[config.mk]
export PLATFORM = sky130hd
export DESIGN_NAME = mem_arb
export DESIGN_NICKNAME = d
export VERILOG_FILES = /design/src/rtl/mem_pkg.sv /design/src/rtl/mem_arb_pick.sv /design/src/rtl/mem_arb.sv
export SDC_FILE = /design/constraint.sdc
export NUM_CORES = 1
export LEC_CHECK = 0
export CELL_PAD_IN_SITES_DETAIL_PLACEMENT = 0
export CELL_PAD_IN_SITES_GLOBAL_PLACEMENT = 1
export CORE_MARGIN = 2
export CORE_UTILIZATION = 39
export CTS_CLUSTER_SIZE = 12
export DETAILED_ROUTE_END_ITERATION = 7
export PLACE_DENSITY_LB_ADDON = 0.1
export RECOVER_POWER = 25
export SLEW_MARGIN = 20
export SYNTH_ARGS = -nofsm -noshare
export SYNTH_HDL_FRONTEND = slang
export SYNTH_SLANG_ARGS = --single-unit
[constraint.sdc]
create_clock -name clk -period 6.3 [get_ports clk]
set_clock_uncertainty 0.05 [all_clocks]
set_input_delay 1.26 -clock clk [delete_from_list [all_inputs] [get_ports clk]]
set_output_delay 1.26 -clock clk [all_outputs]
set_load 0.05 [all_outputs]
[src/rtl/mem_pkg.sv]
// Shared encodings for the byte-serial memory arbiter: access sizes,
// FSM states and the size-to-byte-count mapping.
package mem_pkg;

  localparam logic [1:0] SZ_B = 2'b00;
  localparam logic [1:0] SZ_H = 2'b01;
  localparam logic [1:0] SZ_W = 2'b10;

  typedef enum logic [1:0] {
    ST_IDLE  = 2'd0,
    ST_XFER  = 2'd1,
    ST_DRAIN = 2'd2
  } state_t;

  // Encoding 11 is handled as a word access.
  function automatic logic [2:0] size_bytes(input logic [1:0] sz);
    case (sz)
      SZ_B:    return 3'd1;
      SZ_H:    return 3'd2;
      default: return 3'd4;
    endcase
  endfunction

endpackage

[src/rtl/mem_arb_pick.sv]
// Grant selection: fixed priority (highest index wins) or round-robin
// starting just above the last-granted index.
module mem_arb_pick
  import mem_pkg::*;
#(
  parameter int NPORT = 2,
  parameter int RR    = 0,
  parameter int PW    = 1
) (
  input  logic [NPORT-1:0] req,
  input  logic [PW-1:0]    ptr,
  output logic [NPORT-1:0] gnt
);

  int idx;

  always_comb begin
    gnt = '0;
    idx = 0;
    if (RR == 0) begin
      for (int i = 0; i < NPORT; i++) begin
        if (req[i]) begin
          gnt    = '0;
          gnt[i] = 1'b1;
        end
      end
    end else begin
      // Walk from the farthest offset down so the nearest requester lands last.
      for (int j = NPORT; j >= 1; j--) begin
        idx = (int'(ptr) + j) % NPORT;
        if (req[idx]) begin
          gnt      = '0;
          gnt[idx] = 1'b1;
        end
      end
    end
  end

endmodule

[src/rtl/mem_arb.sv]
// Multi-port arbiter serialising byte/halfword/word accesses onto a
// single byte-wide RAM with a fixed read latency.
//
// state    | meaning
// ST_IDLE  | arbitrate among requesters; done pulses here
// ST_XFER  | issue one byte address (and write data) per cycle
// ST_DRAIN | read addresses issued, waiting for last byte to return
module mem_arb
  import mem_pkg::*;
#(
  parameter int NPORT  = 2,
  parameter int AW     = 32,
  parameter int RD_LAT = 1,
  parameter int RR     = 0
) (
  input  logic                clk,
  input  logic                rst,
  input  logic [NPORT-1:0]    req,
  input  logic [NPORT-1:0]    wr,
  input  logic [2*NPORT-1:0]  size,
  input  logic [AW*NPORT-1:0] addr,
  input  logic [32*NPORT-1:0] wdata,
  input  logic [NPORT-1:0]    cancel,
  output logic [NPORT-1:0]    done,
  output logic [31:0]         rdata,
  input  logic [7:0]          ram_din,
  output logic [7:0]          ram_dout,
  output logic [AW-1:0]       ram_a,
  output logic                ram_wr,
  output logic                busy
);

  localparam int PW = (NPORT > 1) ? $clog2(NPORT) : 1;

  state_t                   state;
  logic [PW-1:0]            owner, ptr, sel_idx;
  logic                     wr_q;
  logic [1:0]               size_q, k, nk, last_k;
  logic [2:0]               nbytes;
  logic [AW-1:0]            addr_q;
  logic [31:0]              wdata_q, rbuf, cap_buf;
  logic [NPORT-1:0]         cand, gnt;
  logic                     own_cancel, cap_last;
  logic [RD_LAT-1:0]        pipe_v;
  logic [RD_LAT-1:0][1:0]   pipe_k;

  mem_arb_pick #(.NPORT(NPORT), .RR(RR), .PW(PW)) u_pick (
    .req (cand),
    .ptr (ptr),
    .gnt (gnt)
  );

  always_comb begin
    // A port finishing this cycle must not be re-granted on its stale request.
    cand    = req & ~done;
    sel_idx = '0;
    for (int i = 0; i < NPORT; i++) begin
      if (gnt[i]) sel_idx = PW'(i);
    end
    nbytes     = size_bytes(size_q);
    last_k     = 2'(nbytes - 3'd1);
    nk         = k + 2'd1;
    own_cancel = cancel[owner] && !wr_q;
    cap_buf    = rbuf;
    if (pipe_v[RD_LAT-1]) cap_buf[{pipe_k[RD_LAT-1], 3'b000} +: 8] = ram_din;
    cap_last   = pipe_v[RD_LAT-1] && (pipe_k[RD_LAT-1] == last_k);
  end

  assign busy = (state != ST_IDLE);

  always_ff @(posedge clk) begin
    if (rst) begin
      state    <= ST_IDLE;
      owner    <= '0;
      ptr      <= PW'(NPORT - 1);
      wr_q     <= 1'b0;
      size_q   <= SZ_B;
      addr_q   <= '0;
      wdata_q  <= '0;
      k        <= '0;
      rbuf     <= '0;
      rdata    <= '0;
      done     <= '0;
      ram_a    <= '0;
      ram_wr   <= 1'b0;
      ram_dout <= '0;
      pipe_v   <= '0;
      pipe_k   <= '0;
    end else begin
      done      <= '0;
      rbuf      <= cap_buf;
      pipe_v[0] <= (state == ST_XFER) && !wr_q;
      pipe_k[0] <= k;
      for (int i = 1; i < RD_LAT; i++) begin
        pipe_v[i] <= pipe_v[i-1];
        pipe_k[i] <= pipe_k[i-1];
      end
      case (state)
        ST_IDLE: begin
          if (|cand) begin
            state    <= ST_XFER;
            owner    <= sel_idx;
            ptr      <= sel_idx;
            wr_q     <= wr[sel_idx];
            size_q   <= size[2*sel_idx +: 2];
            addr_q   <= addr[AW*sel_idx +: AW];
            wdata_q  <= wdata[32*sel_idx +: 32];
            k        <= '0;
            rbuf     <= '0;
            ram_a    <= addr[AW*sel_idx +: AW];
            ram_wr   <= wr[sel_idx];
            ram_dout <= wdata[32*sel_idx +: 8];
          end
        end
        ST_XFER: begin
          if (own_cancel) begin
            state    <= ST_IDLE;
            pipe_v   <= '0;
            ram_a    <= '0;
            ram_wr   <= 1'b0;
            ram_dout <= '0;
          end else if (k == last_k) begin
            state    <= wr_q ? ST_IDLE : ST_DRAIN;
            ram_a    <= '0;
            ram_wr   <= 1'b0;
            ram_dout <= '0;
            if (wr_q) done[owner] <= 1'b1;
          end else begin
            k        <= nk;
            ram_a    <= addr_q + AW'(nk);
            ram_dout <= wdata_q[{nk, 3'b000} +: 8];
          end
        end
        ST_DRAIN: begin
          if (own_cancel) begin
            state  <= ST_IDLE;
            pipe_v <= '0;
          end else if (cap_last) begin
            state       <= ST_IDLE;
            done[owner] <= 1'b1;
            rdata       <= cap_buf;
          end
        end
        default: state <= ST_IDLE;
      endcase
    end
  end

endmodule

==> metrics.txt <==
# TYPE chip_impl_metric gauge
chip_impl_info{name="status",value="finished, final reports clean"} 1
chip_impl_metric{name="via_per_inst",unit=""} 5.37
chip_impl_metric{name="power.density",unit="mW/mm2"} 369
chip_impl_metric{name="final.fill_count",unit=""} 2006
chip_impl_metric{name="dp_worst_setup_slack",unit="ns"} 2.27
chip_impl_metric{name="seq_area_frac_synth",unit="%"} 43.2
chip_impl_metric{name="final_min_period_over_clock_period",unit="%"} 60.0
chip_impl_metric{name="syn-cell-area",unit="mm2"} 0.00844
chip_impl_metric{name="floorplan.io_pins",unit=""} 224
chip_impl_metric{name="post_cts_resize_count",unit=""} 0
chip_impl_info{name="cts_root_buffer_type",value="sky130_fd_sc_hd__clkbuf_16"} 1
chip_impl_info{name="yosys-top-cells-count",value="sky130_fd_sc_hd__dfxtp_1, sky130_fd_sc_hd__nor2_1, sky130_fd_sc_hd__a211oi_1"} 1
chip_impl_metric{name="gp_routability_congestion",unit=""} 0.746
chip_impl_metric{name="worst_slew_slack_as_a_fraction_of_its_limit",unit="%"} 25.5
chip_impl_metric{name="hold_buffers",unit=""} 0
chip_impl_metric{name="fp.dieArea",unit="mm2"} 0.0228
chip_impl_metric{name="nets",unit=""} 1278
chip_impl_metric{name="post-synth-top-area-fraction",unit="%"} 43.2
chip_impl_metric{name="portBuffers",unit=""} 223
chip_impl_metric{name="grt_antenna_before_repair",unit=""} 0
chip_impl_metric{name="routed_wire_length_per_instance",unit="um"} 16.4
chip_impl_metric{name="setup_viol_count_final",unit=""} 0
chip_impl_info{name="ys_top_cells_by_area",value="sky130_fd_sc_hd__dfxtp_1, sky130_fd_sc_hd__a211oi_1, sky130_fd_sc_hd__mux2i_1"} 1
chip_impl_metric{name="cts-buffers-inserted",unit=""} 17
chip_impl_metric{name="syn_area_per_cell",unit="um2"} 8.93
chip_impl_info{name="critical_path.endpoint_type",value="output port"} 1
chip_impl_metric{name="min_tclk_post_route",unit="ns"} 3.78
chip_impl_metric{name="detailedRoute.firstIterationViolations",unit=""} 386
chip_impl_metric{name="numClockSinks",unit=""} 182
chip_impl_metric{name="syn-num-nets",unit=""} 1105
chip_impl_metric{name="insertion_delay",unit="ns"} 0.43
chip_impl_metric{name="std_cell_rows",unit=""} 53
chip_impl_metric{name="horizontal_extent_of_the_die",unit="um"} 151
chip_impl_metric{name="power_leakage",unit="nW"} 4.29
chip_impl_metric{name="fp.coreArea",unit="mm2"} 0.0212
chip_impl_metric{name="timing.final.max_slew_violations",unit=""} 0
chip_impl_metric{name="cap_violations",unit=""} 0
chip_impl_metric{name="post-route-worst-setup-slack",unit="ns"} 2.52
chip_impl_metric{name="achievable-frequency",unit="MHz"} 264
chip_impl_info{name="tritoncts",value="done"} 1
chip_impl_metric{name="hold_violations",unit=""} 0
chip_impl_metric{name="fin_util",unit="%"} 53.9
chip_impl_metric{name="timing.critical_path.fanout_max",unit=""} 13
chip_impl_info{name="setup.worst_path.start_class",value="flop"} 1
chip_impl_metric{name="synth.ff_latch_count",unit=""} 182
chip_impl_info{name="yosysTopAreaCell",value="sky130_fd_sc_hd__dfxtp_1"} 1
chip_impl_metric{name="grt_util_all_layers",unit="%"} 20.3
chip_impl_info{name="cell_with_the_most_instances_after_synthesis",value="sky130_fd_sc_hd__dfxtp_1"} 1
chip_impl_metric{name="cts_h_tree_depth",unit=""} 4
chip_impl_metric{name="detailed_place_hpwl",unit="um"} 16100
chip_impl_metric{name="ant_nets",unit=""} 0
chip_impl_metric{name="area.growth.synth_to_final",unit="%"} 34.9
chip_impl_metric{name="worst_pin_slew",unit="ns"} 1.11
chip_impl_metric{name="cts_max_path_buffers",unit=""} 2
chip_impl_metric{name="largest_net_degree_at_the_start_of_global_routing",unit=""} 92
chip_impl_metric{name="floorplan.initialDensity",unit="%"} 39.9
chip_impl_metric{name="total_iterations_of_the_first_detailed_routing_run",unit=""} 5
chip_impl_metric{name="number_of_global_route_vias_before_repair",unit=""} 7008
chip_impl_metric{name="post_synth_num_cell_types",unit=""} 54
chip_impl_info{name="timing.setup.critical_path_class",value="flop to output port"} 1
chip_impl_info{name="most_instantiated_flip_flop_cell_in_the_synthesis_netlist",value="sky130_fd_sc_hd__dfxtp_1"} 1
chip_impl_metric{name="global_route_wire_length_before_repair",unit="um"} 36600
chip_impl_info{name="grt_setup_unrepaired",value="no"} 1
chip_impl_metric{name="critical_path_required",unit="ns"} 4.99
chip_impl_metric{name="clkTransAtPathRegs",unit="ns"} 0.07
chip_impl_metric{name="post-cts-setup-buffers",unit=""} 0
chip_impl_metric{name="floorplan.die.height",unit="um"} 151
chip_impl_metric{name="routed-via-count",unit=""} 7553
chip_impl_info{name="hold_class",value="flop to flop"} 1
chip_impl_metric{name="antenna_diode_count",unit=""} 0
chip_impl_metric{name="post_route_cells_drive_above_1_share",unit="%"} 6.01
chip_impl_metric{name="synthesis.yosys.warnings",unit=""} 0
chip_impl_metric{name="route.final.wire_length",unit="um"} 23100
chip_impl_metric{name="post-route-drc-count",unit=""} 0
chip_impl_metric{name="asyncSetResetFlopFracSynth",unit="%"} 0
chip_impl_metric{name="count_of_flip_flops_with_a_built_in_enable_after_synthesis",unit=""} 0
chip_impl_metric{name="critical_path_arrival",unit="ns"} 2.47
chip_impl_metric{name="grt-ovfl-total",unit=""} 0
chip_impl_metric{name="vdd.ir_drop.worst",unit="V"} 0.000192
chip_impl_metric{name="accumulated_negative_setup_slack",unit="ns"} 0
chip_impl_metric{name="syn_inst",unit=""} 946
-- cell type report --
class / count / area, um2 / share of cell area, %
inverters: 13 / 48.8 / 0.428
well taps: 275 / 344 / 3.02
multi-input cells: 674 / 4460 / 39.2
repair buffers: 231 / 2300 / 20.2
clock buffers: 18 / 439 / 3.85
clock inverters: 14 / 154 / 1.35
flip-flops and latches: 182 / 3640 / 32.0
-- placed cells by master (no fill, tap or decap), types with 4 or more instances in the layout --
cell type                           n
sky130_fd_sc_hd__clkbuf_16         17
sky130_fd_sc_hd__or3_1              4
sky130_fd_sc_hd__nand3_1           13
sky130_fd_sc_hd__dlygate4sd3_1     61
sky130_fd_sc_hd__ha_1              10
sky130_fd_sc_hd__and3_1             8
sky130_fd_sc_hd__dfxtp_1          182
sky130_fd_sc_hd__mux2i_1           69
sky130_fd_sc_hd__nor2_1           179
sky130_fd_sc_hd__inv_6              4
sky130_fd_sc_hd__a22oi_1           33
sky130_fd_sc_hd__xor2_1             9
sky130_fd_sc_hd__a211oi_1         103
sky130_fd_sc_hd__o31a_1             4
sky130_fd_sc_hd__nor4_1             7
sky130_fd_sc_hd__buf_4              8
sky130_fd_sc_hd__nor2b_1            5
sky130_fd_sc_hd__clkdlybuf4s50_1  161
sky130_fd_sc_hd__inv_8              4
sky130_fd_sc_hd__nand2_1           21
sky130_fd_sc_hd__inv_1             13
sky130_fd_sc_hd__o32ai_1            6
sky130_fd_sc_hd__xnor2_1           13
sky130_fd_sc_hd__a21oi_1           32
sky130_fd_sc_hd__and4_1             4
sky130_fd_sc_hd__o2bb2ai_1          6
sky130_fd_sc_hd__o221a_2            5
sky130_fd_sc_hd__nor3_1            34
sky130_fd_sc_hd__o21ai_0           39
sky130_fd_sc_hd__o21a_1             5
sky130_fd_sc_hd__nand4_1            8
sky130_fd_sc_hd__mux4_2             8
-- state kept, by name, indices dropped and copies added, names as in the netlist --
register  count
wdata_q      32
state         2
ram_a        32
rdata        32
k             2
pipe_k        2
addr_q       32
ram_dout      8
owner         1
size_q        2
wr_q          1
rbuf         32
ram_wr        1
pipe_v        1
done          2
-- worst paths after layout --
path / depth (start not counted) / slack [ns] / to / from
max: 4 / 2.52 / busy / state[0]$_SDFFE_PP0P_
min: 2 / 0.42 / ram_wr$_SDFFE_PP0P_ / ram_wr$_SDFFE_PP0P_
max reg2reg: 8 / 2.85 / ram_a[18]$_SDFFE_PP0P_ / k[0]$_SDFFE_PP0P_
min reg2reg: 2 / 0.42 / ram_wr$_SDFFE_PP0P_ / ram_wr$_SDFFE_PP0P_
-- per-layer routing --
metal	GRT usage [%]	vias up	part of all wire (%)
li1	-	3840	-
met1	28.2	3505	48
met2	32.2	195	46
met3	3.98	13	5.7
met4	5.65	0	0.84
met5	0	-	0
-- stage by stage --
stage | hold slack [ns] | power, mW | cells | cell area, um2
after floorplan | 0.402 | 2.67 | 946 | 8440
after global placement | 0.411 | 3.20 | 1375 | 10800
after detailed placement | 0.420 | 3.21 | 1375 | 10800
after CTS | 0.429 | 4.27 | 1407 | 11400
after global routing | 0.458 | 4.46 | 1407 | 11400
final | 0.420 | 4.20 | 1407 | 11400
-- cell families after synthesis --
family                     Yosys count  share of synthesized area (%)
muxes                               77                           10.3
buffers and inverters               90                           4.31
AOI/OAI and AO/OA                  255                           21.1
xor gates and xnor gates            22                           2.28
adders and majority gates           11                           1.72
and+or+nand+nor                    309                           17.1
DFF                                182                           43.2
-- critical path, stage by stage, from the launching register on --
cell                              delay, ns
sky130_fd_sc_hd__dfxtp_1               0.36
sky130_fd_sc_hd__inv_1                 0.07
sky130_fd_sc_hd__ha_1                  0.36
sky130_fd_sc_hd__inv_1                 0.37
sky130_fd_sc_hd__clkdlybuf4s50_1       0.89
-- report_power, final --
group	leakage [nW]	internal (mW)	total, mW	switching, mW
combinational	2.51	0.580	1.60	1.02
sequential	1.49	1.38	1.55	0.175
clock	0.288	0.543	1.05	0.507
total	4.29	2.50	4.20	1.70
Note: power is estimated with default switching activity, not from simulation.
